--- src/rtl/point_sequencer.sv ---
// Sweeps stored model points through the projection stage and hands the
// clipped screen coordinates to the renderer one valid/ready transfer at a time.
module point_sequencer #(
    parameter int N_TRACKING_POINTS = 4,
    parameter int N_VIRTUAL_POINTS  = 8,
    parameter int PROJ_LATENCY      = 1,
    parameter int H_ACTIVE          = 1024,
    parameter int V_ACTIVE          = 768
) (
    input  logic                                        clk_in,
    input  logic                                        rst_n_in,
    input  logic                                        frame_start_in,
    input  logic                                        basis_valid_in,
    input  logic                                        wr_en_in,
    input  logic [$clog2(N_VIRTUAL_POINTS)-1:0]         wr_addr_in,
    input  logic signed [(N_TRACKING_POINTS-1)*16-1:0]  wr_scalars_in,
    input  logic [3:0]                                  wr_color_in,
    output logic signed [(N_TRACKING_POINTS-1)*16-1:0]  point_scalars_out,
    output logic [3:0]                                  point_color_out,
    input  logic signed [31:0]                          x_proj_in,
    input  logic signed [31:0]                          y_proj_in,
    input  logic [3:0]                                  color_proj_in,
    output logic                                        pt_valid_out,
    input  logic                                        pt_ready_in,
    output logic [10:0]                                 pt_x_out,
    output logic [9:0]                                  pt_y_out,
    output logic [3:0]                                  pt_color_out,
    output logic                                        pt_visible_out,
    output logic                                        pt_last_out,
    output logic                                        busy_out,
    output logic                                        done_out,
    output logic                                        overrun_out
);

    localparam int unsigned SW = (N_TRACKING_POINTS - 1) * 16;
    localparam int unsigned IW = $clog2(N_VIRTUAL_POINTS);
    localparam int unsigned LW = (PROJ_LATENCY > 0) ? $clog2(PROJ_LATENCY + 1) : 1;

    typedef enum logic [1:0] {
        IDLE,
        WAIT,
        PRESENT
    } state_t;

    state_t           state;
    logic [IW-1:0]    idx;
    logic [IW-1:0]    idx_next;
    logic [LW-1:0]    lat_cnt;
    logic [SW-1:0]    scal_mem  [N_VIRTUAL_POINTS];
    logic [3:0]       color_mem [N_VIRTUAL_POINTS];

    logic [10:0]      x_clip;
    logic [9:0]       y_clip;
    logic             x_in;
    logic             y_in;

    // Signed clamp of the projected coordinates onto the active display.
    always_comb begin
        x_clip = '0;
        x_in   = 1'b0;
        if (x_proj_in < 32'sd0) begin
            x_clip = '0;
        end else if (x_proj_in >= H_ACTIVE) begin
            x_clip = 11'(H_ACTIVE - 1);
        end else begin
            x_clip = x_proj_in[10:0];
            x_in   = 1'b1;
        end
    end

    always_comb begin
        y_clip = '0;
        y_in   = 1'b0;
        if (y_proj_in < 32'sd0) begin
            y_clip = '0;
        end else if (y_proj_in >= V_ACTIVE) begin
            y_clip = 10'(V_ACTIVE - 1);
        end else begin
            y_clip = y_proj_in[9:0];
            y_in   = 1'b1;
        end
    end

    always_comb begin
        idx_next = idx + 1'b1;
    end

    always_ff @(posedge clk_in) begin
        if (!rst_n_in) begin
            state             <= IDLE;
            idx               <= '0;
            lat_cnt           <= '0;
            point_scalars_out <= '0;
            point_color_out   <= '0;
            pt_valid_out      <= 1'b0;
            pt_x_out          <= '0;
            pt_y_out          <= '0;
            pt_color_out      <= '0;
            pt_visible_out    <= 1'b0;
            pt_last_out       <= 1'b0;
            busy_out          <= 1'b0;
            done_out          <= 1'b0;
            overrun_out       <= 1'b0;
            for (int unsigned i = 0; i < N_VIRTUAL_POINTS; i++) begin
                scal_mem[i]  <= '0;
                color_mem[i] <= '0;
            end
        end else begin
            done_out    <= 1'b0;
            overrun_out <= 1'b0;

            // The memory is frozen for the whole sweep so every point of a frame is coherent.
            if (wr_en_in && !busy_out) begin
                scal_mem[wr_addr_in]  <= wr_scalars_in;
                color_mem[wr_addr_in] <= wr_color_in;
            end

            if (frame_start_in && busy_out) begin
                overrun_out <= 1'b1;
            end

            case (state)
                IDLE: begin
                    if (frame_start_in && basis_valid_in) begin
                        idx               <= '0;
                        point_scalars_out <= scal_mem[0];
                        point_color_out   <= color_mem[0];
                        busy_out          <= 1'b1;
                        lat_cnt           <= '0;
                        state             <= WAIT;
                    end
                end
                WAIT: begin
                    if (lat_cnt == LW'(PROJ_LATENCY)) begin
                        pt_x_out       <= x_clip;
                        pt_y_out       <= y_clip;
                        pt_color_out   <= color_proj_in;
                        pt_visible_out <= x_in && y_in;
                        pt_last_out    <= (idx == IW'(N_VIRTUAL_POINTS - 1));
                        pt_valid_out   <= 1'b1;
                        state          <= PRESENT;
                    end else begin
                        lat_cnt <= lat_cnt + 1'b1;
                    end
                end
                PRESENT: begin
                    if (pt_ready_in) begin
                        pt_valid_out <= 1'b0;
                        if (pt_last_out) begin
                            busy_out <= 1'b0;
                            done_out <= 1'b1;
                            idx      <= '0;
                            state    <= IDLE;
                        end else begin
                            idx               <= idx_next;
                            point_scalars_out <= scal_mem[idx_next];
                            point_color_out   <= color_mem[idx_next];
                            lat_cnt           <= '0;
                            state             <= WAIT;
                        end
                    end
                end
                default: state <= IDLE;
            endcase
        end
    end

endmodule

--- config.mk ---
export PLATFORM = sky130hd
export DESIGN_NAME = point_sequencer
export DESIGN_NICKNAME = d
export VERILOG_FILES = /design/src/rtl/point_sequencer.sv
export SDC_FILE = /design/constraint.sdc
export NUM_CORES = 1
export LEC_CHECK = 0
export ABC_CLOCK_PERIOD_IN_PS = 8450
export BUFFER_PORTS_ARGS = -buffer_cell sky130_fd_sc_hd__buf_2
export CORE_ASPECT_RATIO = 0.5
export CORE_UTILIZATION = 57
export CTS_CLUSTER_DIAMETER = 200
export DETAILED_ROUTE_END_ITERATION = 7
export GPL_TIMING_DRIVEN = 1
export PLACE_DENSITY = 0.75
export SLEW_MARGIN = 20
export SYNTH_ARGS = -nofsm -noshare
export SYNTH_HDL_FRONTEND = slang
export SYNTH_SLANG_ARGS = --single-unit
--- constraint.sdc ---
create_clock -name clk_in -period 8.45 [get_ports clk_in]
set_input_delay 1.69 -clock clk_in [delete_from_list [all_inputs] [get_ports clk_in]]
set_output_delay 1.69 -clock clk_in [all_outputs]
set_load 0.1 [all_outputs]
==> results of run 1 <==
==> cells in the final DEF (no fill, tap or decap), types with 12 or more instances in the layout <==
cell type / synthesis / final
a21oi_1: 12 / 12
and2_1: 416 / 416
buf_2: 18 / 210
buf_4: 3 / 20
clkbuf_1: 67 / 13
clkbuf_16: 0 / 47
dfxtp_1: 89 / 88
edfxtp_1: 416 / 416
mux2i_1: 53 / 53
mux4_2: 104 / 104
nand2_1: 18 / 17
nand3_1: 109 / 109
o221ai_1: 52 / 52
==> flip-flops by register name (all words and copies together) (netlist names), 2 cells and up <==
| name | cells |
|---|---|
| color_mem | 32 |
| idx | 3 |
| point_color_out | 4 |
| point_scalars_out | 48 |
| pt_color_out | 4 |
| pt_x_out | 11 |
| pt_y_out | 10 |
| scal_mem | 384 |
| state | 2 |
==> worst max-delay path, stage by stage <==
cell,delay (ns)
buf_4,0.48
inv_2,0.35
or4b_1,0.91
o21ai_4,0.63
buf_4,0.61
==> routing by layer <==
metal,track usage (%),share of wire (%),vias to the layer above
li1,-,-,5981
met1,36.96,42,7047
met2,46.13,50,486
met3,4.001,5.9,91
met4,6.979,2.2,0
met5,0,0,-
==> layout make-up <==
class	count	area share [%]
sequential	505	56.53
multi-input combinational	870	29.89
timing repair buffer	235	5.271
clock buffer	67	5.232
tap	520	2.576
clock inverter	16	0.4409
inverter	3	0.04459
antenna	1	0.009908
==> final timing paths <==
kind	start	to	slack (ns)
worst max-delay path	rst_n_in	scal_mem[2][35]	3.90
worst min-delay path	pt_color_out[3]	pt_color_out[3]	0.45
worst max register to register	idx[0]	point_color_out[0]	4.96
worst min register to register	pt_color_out[3]	pt_color_out[3]	0.45
==> logic make-up (layout without fill, tap and decap cells) <==
logic type / Yosys count / after routing / synth area share [%]
other cells: 0 / 1 / 0
buf+inv: 123 / 321 / 2.510
mux: 157 / 157 / 12.92
compound gates: 110 / 110 / 3.906
simple gates: 601 / 601 / 16.35
fa+ha+maj: 2 / 2 / 0.1125
flops: 505 / 505 / 64.20
==> metrics by stage <==
step | hold WS (ns) | area [µm²]
2_1_floorplan | 0.4498 | 22230
5_1_grt | 0.4735 | 25250
6_report | 0.4531 | 25260
3_3_place_gp | 0.4446 | 23690
3_5_place_dp | 0.4444 | 23820
4_1_cts | 0.4532 | 25250
==> power by group <==
| group | switching [mW] | leakage, nW | internal, mW |
|---|---|---|---|
| sequential | 0.0351 | 5.07 | 2.79 |
| combinational | 0.274 | 3.48 | 0.0986 |
| clock | 0.910 | 0.705 | 1.12 |
==> metrics.md, run 1 <==
| Metric | Value |
|---|---|
| Synthesis-stage register bit count | approximately 510 |
| Hold Path Depth | 2 |
| CP Max Fanout | between 50 and 60 |
| Part of the cycle the worst path needs | 53.89% |
| Area of the multi-input gates | around 7500 µm² |
| Total power | between 5 and 6 mW |
| Initial DRC Count | 1217 |
| Hold Fails Final Rpt | 0 |
| Die area | 39850 µm² |
| Post-synthesis sequential area ratio | between 60 and 70% |
| Number of global-route vias before repair | 13970 |
| RSZ-0062 raised after global routing | no |
| Area of the core | 37910 µm² |
| Mapped Cells | 1498 |
| Skew-Pair Late Insertion Delay | 0.57 ns |
| Die width | roughly 280 µm |
| CP Class | primary input to flip-flop |
| Total gr overflow | 0 |
| Required @ worst endpoint | 8.64 ns |
| Setup Viol. Count Final | 0 |
| Min-Delay Path Class | flip-flop to flip-flop |
| Clock buffer count from CTS | 45 |
| Slew margin rel. | 23.48% |
| Wire per inst | 23.88 µm |
| Utilization after layout | 66.62% |
| Hold buffer count at CTS | 0 |
| Ports | 212 |
| # clock sinks | 505 |
| Initial DRT Pass Iterations | 7 |
| Placed instance count | 2133 |
| F_max | about 220 MHz |
| Setup TNS | 0 ns |
| Starting Density | 58.64% |
| Pleak | 9.254 nW |
| Post-CTS Resized | 0 |
| Via count | 13610 |
| Dpl hpwl | between 30 and 40 mm |
| TritonCTS clock tree | yes |
| Layout filler cell count | ~2600 |
| Synth Warn # | 0 |
| Leading area contributor after synthesis | edfxtp_1 |
| DR vias/cell | 6.137 |
| DRC | 0 |
| Synth Area per Inst | approximately 15 µm² |
| Synth cell types | 46 |
| WP data arrival | 4.74 ns |
| Setup ws final | 3.897 ns |
| Synth Net Count | 1629 |
| Mapped Area | 22230 µm² |
| Register area | 14280 µm² |
| Worst slew pin tran | roughly 1.1 ns |
| CTS H-Tree Depth | 2 |
| Share of layout cells above drive strength 1 | 25.41% |
| Reg2Reg Depth | 5 |
| Pins Over Slew Limit | 0 |
| Run status | completed |
| Global-route wire length before repair | 81.18 mm |
| CTS root buf | clkbuf_16 |
| Number of standard cells in the final layout excluding fillers | between 2000 and 2500 |
| NumNets Final | 1791 |
| Post-synth top area share | 56.19% |
| EDFF count, synth | 416 |
| Synth cell count leaders | and2_1, edfxtp_1, nand3_1, mux4_2, dfxtp_1 |
| Clock Skews | 0.01188 ns |
| Max_cap viols | 0 |
| Minimum clock period | 4.553 ns |
| Initial antenna violation count | 1 |
| ANT nets after route | 0 |
| Final wirelength | 52.94 mm |
| Final RePlAce weighted congestion | 1.015 |
| Port bufs | 211 |
| Largest cells by area after synthesis | edfxtp_1, and2_1, mux4_2 |
| Async SR Flop Fraction | 0% |
| Row cnt | 50 |
| Largest net degree at the start of global routing | approximately 80 |
| Crit path capture type | flip-flop |
| GRT Util Overall | 27.08% |
| Clock Path Buffers | 3 |
| Synth Flop Type | edfxtp_1 |
| Die height | around 140 µm |
| Post-CTS setup repair buffer count | 0 |
| Power Dens Cells | 206.9 nW/µm² |
| Place WS | 3.340 ns |
| Setup crit start kind | primary input |
| Peak supply drop | between 150 and 200 µV |
| CTS clock-pin slew for the worst setup and hold paths | about 0.06 ns |
| Synth-to-Final Area Change | 13.60% |
Power figures use the tool's default switching activity.
==> inputs of run 2 (changes only) <==
--- a/config.mk
+++ b/config.mk
@@ -5,7 +5,7 @@
 export SDC_FILE = /design/constraint.sdc
 export NUM_CORES = 1
 export LEC_CHECK = 0
-export ABC_CLOCK_PERIOD_IN_PS = 8450
+export ABC_CLOCK_PERIOD_IN_PS = 4200
 export BUFFER_PORTS_ARGS = -buffer_cell sky130_fd_sc_hd__buf_2
 export CORE_ASPECT_RATIO = 0.5
 export CORE_UTILIZATION = 57
==> constraint.sdc (replaced) <==
create_clock -name clk_in -period 4.2 [get_ports clk_in]
set_input_delay 0.84 -clock clk_in [delete_from_list [all_inputs] [get_ports clk_in]]
set_output_delay 0.84 -clock clk_in [all_outputs]
set_load 0.1 [all_outputs]
==> run 2 against run 1 <==
Final cell count is 0.32% higher. Sequential power rose by 100%. Cell area shrank 0.17%. Clock-buffer cell count down 6. Utilization down 0.11 points. Clock skew is 0.016 ns higher. Power up 97%. Hold slack improved by 0.011 ns. Critical endpoint is now pt_y_out[1]. Largest power group unchanged.
==> metrics.md, run 2 (synthesized netlist as in run 1, its figures left out) <==
| Metric | Value |
|---|---|
| Total gr overflow | 0 (unchanged) |
| CP Class | primary input to flip-flop (unchanged) |
| Pleak | 9.230 nW (was 9.254 nW) |
| Max FFs per register | 384 (unchanged) |
| Final Hold Slack | 0.4639 ns (was 0.4531 ns) |
| Hold Fails Final Rpt | 0 (unchanged) |
| Worst path max stage delay | 0.84 ns (was 0.91 ns) |
| Utilization after layout | 66.51% (was 66.62%) |
| Global-route wire length before repair | 83.72 mm (was 81.18 mm) |
| CTS H-Tree Depth | 2 (unchanged) |
| Number of global-route vias before repair | 14260 (was 13970) |
| Post-CTS Resized | 0 (unchanged) |
| CP max-delay cell | buf_4 (was or4b_1) |
| Setup crit start kind | primary input (unchanged) |
| Part of the cycle the worst path needs | 66.55% |
| Starting Density | 58.64% (unchanged) |
| Via count | 13700 (was 13610) |
| Dpl hpwl | 30.99 mm (was 30.58 mm) |
| Largest net degree at the start of global routing | 107 (was 78) |
| F_max | 357.7 MHz |
| R2R Path Start | state[1] (was idx[0]) |
| Cell Chain, Critical Path | buf_4 -> buf_4 -> buf_4 -> nand3b_1 -> a31oi_1 -> a311o_1 (was buf_4 -> inv_2 -> or4b_1 -> o21ai_4 -> buf_4) |
| Crit path to | pt_y_out[1] (was scal_mem[2][35]) |
| R2R setup slack | 1.49 ns (was 4.96 ns) |
| Initial DRC Count | 1303 (was 1217) |
| Share of layout cells above drive strength 1 | 25.35% (was 25.41%) |
| Die area | 39850 µm² (unchanged) |
| Crit. Startpoint | rst_n_in (unchanged) |
| Registers with the most flip-flops | scal_mem: 384 flops, point_scalars_out: 48 flops, color_mem: 32 flops (unchanged) |
| Highest-count cells in the layout ignoring fill and taps | and2_1, edfxtp_1, buf_2 (unchanged) |
| CTS clock-pin slew for the worst setup and hold paths | 0.06 ns (about the same) |
| Port bufs | 211 (unchanged) |
| Hold buffer count at CTS | 0 (unchanged) |
| Clock Path Buffers | 3 (unchanged) |
| Ports | 212 (unchanged) |
| Crit path capture type | flip-flop (unchanged) |
| Number of standard cells in the final layout excluding fillers | 2224 (was 2217) |
| Final RePlAce weighted congestion | 0.9464 (was 1.015) |
| Peak supply drop | 316.2 µV (was 154.8 µV) |
| CP Max Fanout | 94 (was 56) |
| Register area | 14280 µm² (unchanged) |
| Power Dens Cells | 409.0 nW/µm² (was 206.9 nW/µm²) |
| GRT Util Overall | 28.13% (was 27.08%) |
| Area of the multi-input gates | 7550 µm² (unchanged) |
| Clock Skews | 0.02740 ns (was 0.01188 ns) |
| Die width | 281.3 µm (unchanged) |
| Reg2Reg Depth | 5 (unchanged) |
| Skew-Pair Late Insertion Delay | 0.57 ns (about the same) |
| # clock sinks | 505 (unchanged) |
| Run status | completed (unchanged) |
| Final wirelength | 54.95 mm (was 52.94 mm) |
| DR vias/cell | 6.161 (was 6.137) |
| WP data arrival | 3.28 ns (was 4.74 ns) |
| Switch share | 23.52% (was 23.33%) |
| DRC | 0 (unchanged) |
| Layout filler cell count | 2724 (was 2621) |
| CTS root buf | clkbuf_16 (unchanged) |
| Wire per inst | 24.71 µm (was 23.88 µm) |
| RSZ-0062 raised after global routing | no (unchanged) |
| Internal power | 7.887 mW (was 4.006 mW) |
| Most flops, register | scal_mem (unchanged) |
| Required @ worst endpoint | 4.68 ns (was 8.64 ns) |
| Max_cap viols | 0 (unchanged) |
| Setup Viol. Count Final | 0 (unchanged) |
| Clock buffer count from CTS | 44 (was 45) |
| Sequential share of power | 55.2% (was 54.1%) |
| Synth-to-Final Area Change | 13.41% (was 13.60%) |
| Setup TNS | 0 ns (unchanged) |
| R2R Path End | point_scalars_out[44] (was point_color_out[0]) |
| Place WS | 0.8420 ns (was 3.340 ns) |
| Switching Power | 2.425 mW (was 1.219 mW) |
| TritonCTS clock tree | yes (unchanged) |
| Min-Delay Path Class | flip-flop to flip-flop (unchanged) |
| Most frequent CP cell | buf_4 (unchanged) |
| Worst slew pin tran | 1.097 ns (was 1.148 ns) |
| Slew margin rel. | 26.89% (was 23.48%) |
| Initial DRT Pass Iterations | 5 (was 7) |
| ANT nets after route | 0 (unchanged) |
| Die height | 141.7 µm (unchanged) |
| Placed instance count | 2140 (was 2133) |
| Minimum clock period | 2.795 ns |
| Clk pwr share | 37.5% (was 38.8%) |
| Post-CTS setup repair buffer count | 0 (unchanged) |
| Pins Over Slew Limit | 0 (unchanged) |
| Setup ws final | 1.405 ns (was 3.897 ns) |
| Row cnt | 50 (unchanged) |
| Part of the total power dissipated in combinational logic | 7.3% (was 7.1%) |
| Initial antenna violation count | 3 (was 1) |
| NumNets Final | 1798 (was 1791) |
| Area of the core | 37910 µm² (unchanged) |
## run 2: cell count changes in the layout (fill, tap and decap cells not counted), sizes merged
| cell | before | now |
|---|---|---|
| buf | 235 | 243 |
| clkbuf | 67 | 61 |
| clkinv | 12 | 16 |
| diode | 1 | 4 |
| clkinvlp | 1 | 0 |
| inv | 5 | 4 |
## run 2: area by class of cell
cell class,count,area share (%)
clock inverter,18,0.4863
multi-input combinational,870,29.94
inverter,3,0.04466
sequential,505,56.63
tap,520,2.581
clock buffer,61,4.779
timing repair buffer,243,5.498
antenna,4,0.03970
## run 2: through the flow
step	total power, mW	area, µm²
floorplan	6.264	22240
global placement	6.512	23850
finish	10.31	25210
global route	10.61	25210
CTS	10.34	25180
detailed placement	6.547	23850
## run 2: worst max-delay path, delay by kind of cell
kind / cells / cell delay [ns]
buffers and inverters: 3 / 1.41
AO/OA/AOI/OAI: 2 / 0.79
AND/OR/NAND/NOR: 1 / 0.15
## run 2: power groups by stage
| stage | combinational [mW] | clock [mW] | sequential [mW] |
|---|---|---|---|
| after global routing | 0.798 | 4.11 | 5.70 |
| after global placement | 0.735 | 0 | 5.78 |
| after CTS | 0.757 | 3.90 | 5.69 |
| after floorplan | 0.285 | 0 | 5.98 |
| after detailed placement | 0.753 | 0 | 5.79 |
| final | 0.758 | 3.87 | 5.69 |
## run 2: worst min path at each step
stage / start / to / slack, ns / cells past startpoint
after CTS: pt_color_out[2] / pt_color_out[2] / 0.46 / 2
after global routing: pt_y_out[9] / pt_y_out[9] / 0.48 / 2
after detailed placement: pt_color_out[2] / pt_color_out[2] / 0.45 / 2
final: pt_color_out[2] / pt_color_out[2] / 0.46 / 2
after floorplan: idx[1] / idx[1] / 0.45 / 2
after global placement: pt_y_out[9] / pt_y_out[9] / 0.44 / 2
## run 2: per-layer routing
| layer | wire [µm] | up-vias | GRT usage [%] | part of all wire, % |
|---|---|---|---|---|
| met5 | 0 | - | 0 | 0 |
| met1 | 22650 | 6985 | 39.26 | 41 |
| met2 | 26910 | 610 | 46.42 | 49 |
| li1 | - | 5999 | - | - |
| met4 | 1191 | 0 | 7.780 | 2.2 |
| met3 | 4206 | 109 | 4.512 | 7.7 |
==> inputs of run 3 (changes only) <==
--- a/config.mk
+++ b/config.mk
@@ -5,7 +5,8 @@
 export SDC_FILE = /design/constraint.sdc
 export NUM_CORES = 1
 export LEC_CHECK = 0
-export ABC_CLOCK_PERIOD_IN_PS = 4200
+export ABC_AREA = 1
+export ABC_CLOCK_PERIOD_IN_PS = 2900
 export BUFFER_PORTS_ARGS = -buffer_cell sky130_fd_sc_hd__buf_2
 export CORE_ASPECT_RATIO = 0.5
 export CORE_UTILIZATION = 57
==> constraint.sdc (replaced) <==
create_clock -name clk_in -period 2.9 [get_ports clk_in]
set_input_delay 0.58 -clock clk_in [delete_from_list [all_inputs] [get_ports clk_in]]
set_output_delay 0.58 -clock clk_in [all_outputs]
set_load 0.1 [all_outputs]
==> run 3 against run 2 <==
Power is 56% higher. Sequential cell count stayed put. Clock skew is 0.0027 ns lower. Setup slack worse by 0.91 ns. Critical path type is now flip-flop to flip-flop. Sequential share of layout area is 1.2 points higher. Synthesized area is 1.8% lower. Clock-buffer cell count is 2 higher. Hold slack worse by 0.20 ns. Sequential power is 44% higher. First-iteration DRC count is 49% higher.
==> metrics.md, run 3 <==
| Metric | Value |
|---|---|
| Run status | completed (unchanged) |
| Leading area contributor after synthesis | edfxtp_1 (unchanged) |
| Switching Power | 4.156 mW (was 2.425 mW) |
| Largest cells by area after synthesis | edfxtp_1, nor2_1, dfxtp_1 (was edfxtp_1, and2_1, mux4_2) |
| Row cnt | 50 (unchanged) |
| Pins Over Slew Limit | 0 (unchanged) |
| CTS clock-pin slew for the worst setup and hold paths | 0.07 ns (was 0.06 ns) |
| Max FFs per register | 384 (unchanged) |
| Hold buffer count at CTS | 0 (unchanged) |
| Multiplexer area fraction after synthesis | 0% (was 12.92%) |
| Setup TNS | 0 ns (unchanged) |
| Synth Warn # | 0 (unchanged) |
| Hold Fails Final Rpt | 0 (unchanged) |
| Switch share | 25.89% (was 23.52%) |
| Die height | 140.4 µm (was 141.7 µm) |
| Clock Path Buffers | 3 (unchanged) |
| R2R setup slack | 0.50 ns (was 1.49 ns) |
| Highest-count cells in the layout ignoring fill and taps | nor2_1, edfxtp_1, o21ai_0 (was and2_1, edfxtp_1, buf_2) |
| Part of the cycle the worst path needs | 82.88% |
| Largest family of logic cells by synthesized area | simple AND/OR/NAND/NOR gates (unchanged) |
| Slew margin rel. | 34.12% (was 26.89%) |
| Reg2Reg Depth | 7 (was 5) |
| Clk pwr share | 37.3% (was 37.5%) |
| Power Dens Cells | 649.7 nW/µm² (was 409.0 nW/µm²) |
| Synth cell count leaders | nor2_1, edfxtp_1, o21ai_0, a21oi_1, o211ai_1 (was and2_1, edfxtp_1, nand3_1, mux4_2, dfxtp_1) |
| Most frequent cell after synthesis | nor2_1 |
| DR vias/cell | 5.941 (was 6.161) |
| Skew-Pair Late Insertion Delay | 0.58 ns (was 0.57 ns) |
| TritonCTS clock tree | yes (unchanged) |
| Synth Area per Inst | 9.980 µm² (was 14.84 µm²) |
| Setup ws final | 0.4966 ns (was 1.405 ns) |
| Port bufs | 211 (unchanged) |
| Wire per inst | 20.38 µm (was 24.71 µm) |
| Synth Area in Compound Gates | 12.98% (was 3.906%) |
| Mapped Cells | 2188 (was 1498) |
| Initial DRT Pass Iterations | 5 (unchanged) |
| Synth Flop Type | edfxtp_1 (unchanged) |
| Number of global-route vias before repair | 16040 (was 14260) |
| Final RePlAce weighted congestion | 0.8037 (was 0.9464) |
| Pleak | 9.818 nW (was 9.230 nW) |
| Post-synthesis sequential area ratio | 65.37% (was 64.20%) |
| Min-Delay Path Class | primary input to flip-flop (was flip-flop to flip-flop) |
| Async SR Flop Fraction | 0% (unchanged) |
| Worst path max stage delay | 0.69 ns (was 0.84 ns) |
| Post-DP Area | 23270 µm² (was 23850 µm²) |
| Minimum clock period | 2.403 ns |
| NumNets Final | 2472 (was 1798) |
| XOR/XNOR Fraction of Synth Area | 0% (unchanged) |
| Cell Chain, Critical Path | ha_1 -> ha_2 -> inv_2 -> buf_4 -> o211ai_1 -> nand3_1 -> a21oi_1 (was buf_4 -> buf_4 -> buf_4 -> nand3b_1 -> a31oi_1 -> a311o_1) |
| Layout filler cell count | 2889 (was 2724) |
| Hold Path Depth | 3 (was 2) |
| CP Class | flip-flop to flip-flop (was primary input to flip-flop) |
| Worst slew pin tran | 0.9882 ns (was 1.097 ns) |
| Setup Viol. Count Final | 0 (unchanged) |
| Mapped Area | 21840 µm² (was 22230 µm²) |
| Post-synth top area share | 57.21% (was 56.19%) |
| DRC | 0 (unchanged) |
| Final wirelength | 58.50 mm (was 54.95 mm) |
| Part of the total power dissipated in combinational logic | 11.6% (was 7.3%) |
| Commonest non-fill, non-tap cell in the layout | nor2_1 |
| Fin area | 24700 µm² (was 25210 µm²) |
| Area share of fa/ha/maj cells after synthesis | 0.1146% (was 0.1126%) |
| Register area | 14280 µm² (unchanged) |
| ANT nets after route | 0 (unchanged) |
| Sequential share of power | 51.2% (was 55.2%) |
| Ports | 212 (unchanged) |
| Crit path capture type | flip-flop (unchanged) |
| RSZ-0062 raised after global routing | no (unchanged) |
| Synth Net Count | 2319 (was 1629) |
| CTS H-Tree Depth | 2 (unchanged) |
| Largest net degree at the start of global routing | 84 (was 107) |
| Utilization after layout | 65.81% (was 66.51%) |
| CP Max Fanout | 36 (was 94) |
| Global-route wire length before repair | 89.98 mm (was 83.72 mm) |
| Area of the core | 37540 µm² (was 37910 µm²) |
| Required @ worst endpoint | 3.34 ns (was 4.68 ns) |
| Most flops, register | scal_mem (unchanged) |
| Via count | 17050 (was 13700) |
| Internal power | 11.89 mW (was 7.887 mW) |
| Die width | 278.8 µm (was 281.3 µm) |
| Place WS | 0.3432 ns (was 0.8420 ns) |
| CP Depth | 7 (was 6) |
| WP data arrival | 2.84 ns (was 3.28 ns) |
| Post-synthesis simple-gate area fraction | 16.57% (was 16.35%) |
| CTS root buf | clkbuf_16 (unchanged) |
| Synth-to-Final Area Change | 13.13% (was 13.41%) |
| Buf/Inv on CP | 2 (was 3) |
| CP max-delay cell | inv_2 (was buf_4) |
| Dpl hpwl | 32.03 mm (was 30.99 mm) |
| Peak supply drop | 441.8 µV (was 316.2 µV) |
| Share of layout cells above drive strength 1 | 14.60% (was 25.35%) |
| Clock Skews | 0.02471 ns (was 0.02740 ns) |
| Die area | 39140 µm² (was 39850 µm²) |
| Post-CTS Resized | 0 (unchanged) |
| Initial antenna violation count | 0 (was 3) |
| GRT Util Overall | 29.82% (was 28.13%) |
| Post-CTS setup repair buffer count | 0 (unchanged) |
| Max_cap viols | 0 (unchanged) |
| Synthesis-stage register bit count | 505 (unchanged) |
| Registers with the most flip-flops | scal_mem: 384 flops, point_scalars_out: 48 flops, color_mem: 32 flops (unchanged) |
| EDFF count, synth | 416 (unchanged) |
| Setup crit start kind | flip-flop (was primary input) |
| # clock sinks | 505 (unchanged) |
| Area of the multi-input gates | 6526 µm² (was 7550 µm²) |
| Ant diodes | 0 (was 4) |
| Clock buffer count from CTS | 45 (was 44) |
| CP delay by family, top | buffers and inverters (unchanged) |
| F_max | 416.1 MHz |
| Total gr overflow | 0 (unchanged) |
| Initial DRC Count | 1942 (was 1303) |
| Starting Density | 58.17% (was 58.64%) |
| Synth cell types | 27 (was 46) |
run 3: final timing paths:
check                                              to             start
worst max register to register  point_scalars_out[33]            idx[0]
worst max-delay path            point_scalars_out[33]            idx[0]
worst min register to register            pt_x_out[0]       pt_x_out[0]
worst min-delay path                  pt_color_out[3]  color_proj_in[3]
run 3: cell type report:
cell class | count | area share, %
clock inverters | 19 | 0.7648
inverters | 79 | 1.231
multi-input cells | 1451 | 26.42
repair buffers | 259 | 6.240
well taps | 494 | 2.502
clock buffers | 63 | 5.045
flip-flops and latches | 505 | 57.80
run 3: metrics by stage:
stage | instances | hold WS, ns | power [mW]
6_report | 2870 | 0.2638 | 16.05
5_1_grt | 2870 | 0.2491 | 16.56
4_1_cts | 2870 | 0.2465 | 16.07
3_5_place_dp | 2788 | 0.4529 | 10.20
3_3_place_gp | 2788 | 0.4470 | 10.16
2_1_floorplan | 2188 | 0.4436 | 9.664
run 3: power by group through the flow:
stage / Clock (mW) / Sequential, mW / Combinational (mW)
6_report: 5.98 / 8.21 / 1.86
2_1_floorplan: 0 / 8.79 / 0.872
3_5_place_dp: 0 / 8.37 / 1.84
3_3_place_gp: 0 / 8.36 / 1.80
5_1_grt: 6.33 / 8.23 / 2.00
4_1_cts: 6.01 / 8.21 / 1.85
run 3: metal layers:
layer | track usage [%] | wire, µm | vias to the layer above
met2 | 47.93 | 27430 | 947
li1 | - | - | 7818
met4 | 8.589 | 1399 | 0
met5 | 0 | 0 | -
met1 | 41.77 | 23520 | 8187
met3 | 5.571 | 6157 | 100
run 3: worst min-delay path, delay by kind of cell:
| family | cells | cell delay [ns] |
|---|---|---|
| AO/OA/AOI/OAI | 1 | 0.05 |
| AND/OR/NAND/NOR | 1 | 0.05 |
| buffers and inverters | 1 | 0.10 |
run 3: cells by family (layout without fill, tap and decap cells):
group	count (synthesis)	count (layout)
AOI/OAI and AO/OA	514	514
adders and majority gates	2	2
buffers and inverters	232	420
DFF	505	505
and+or+nand+nor	935	935
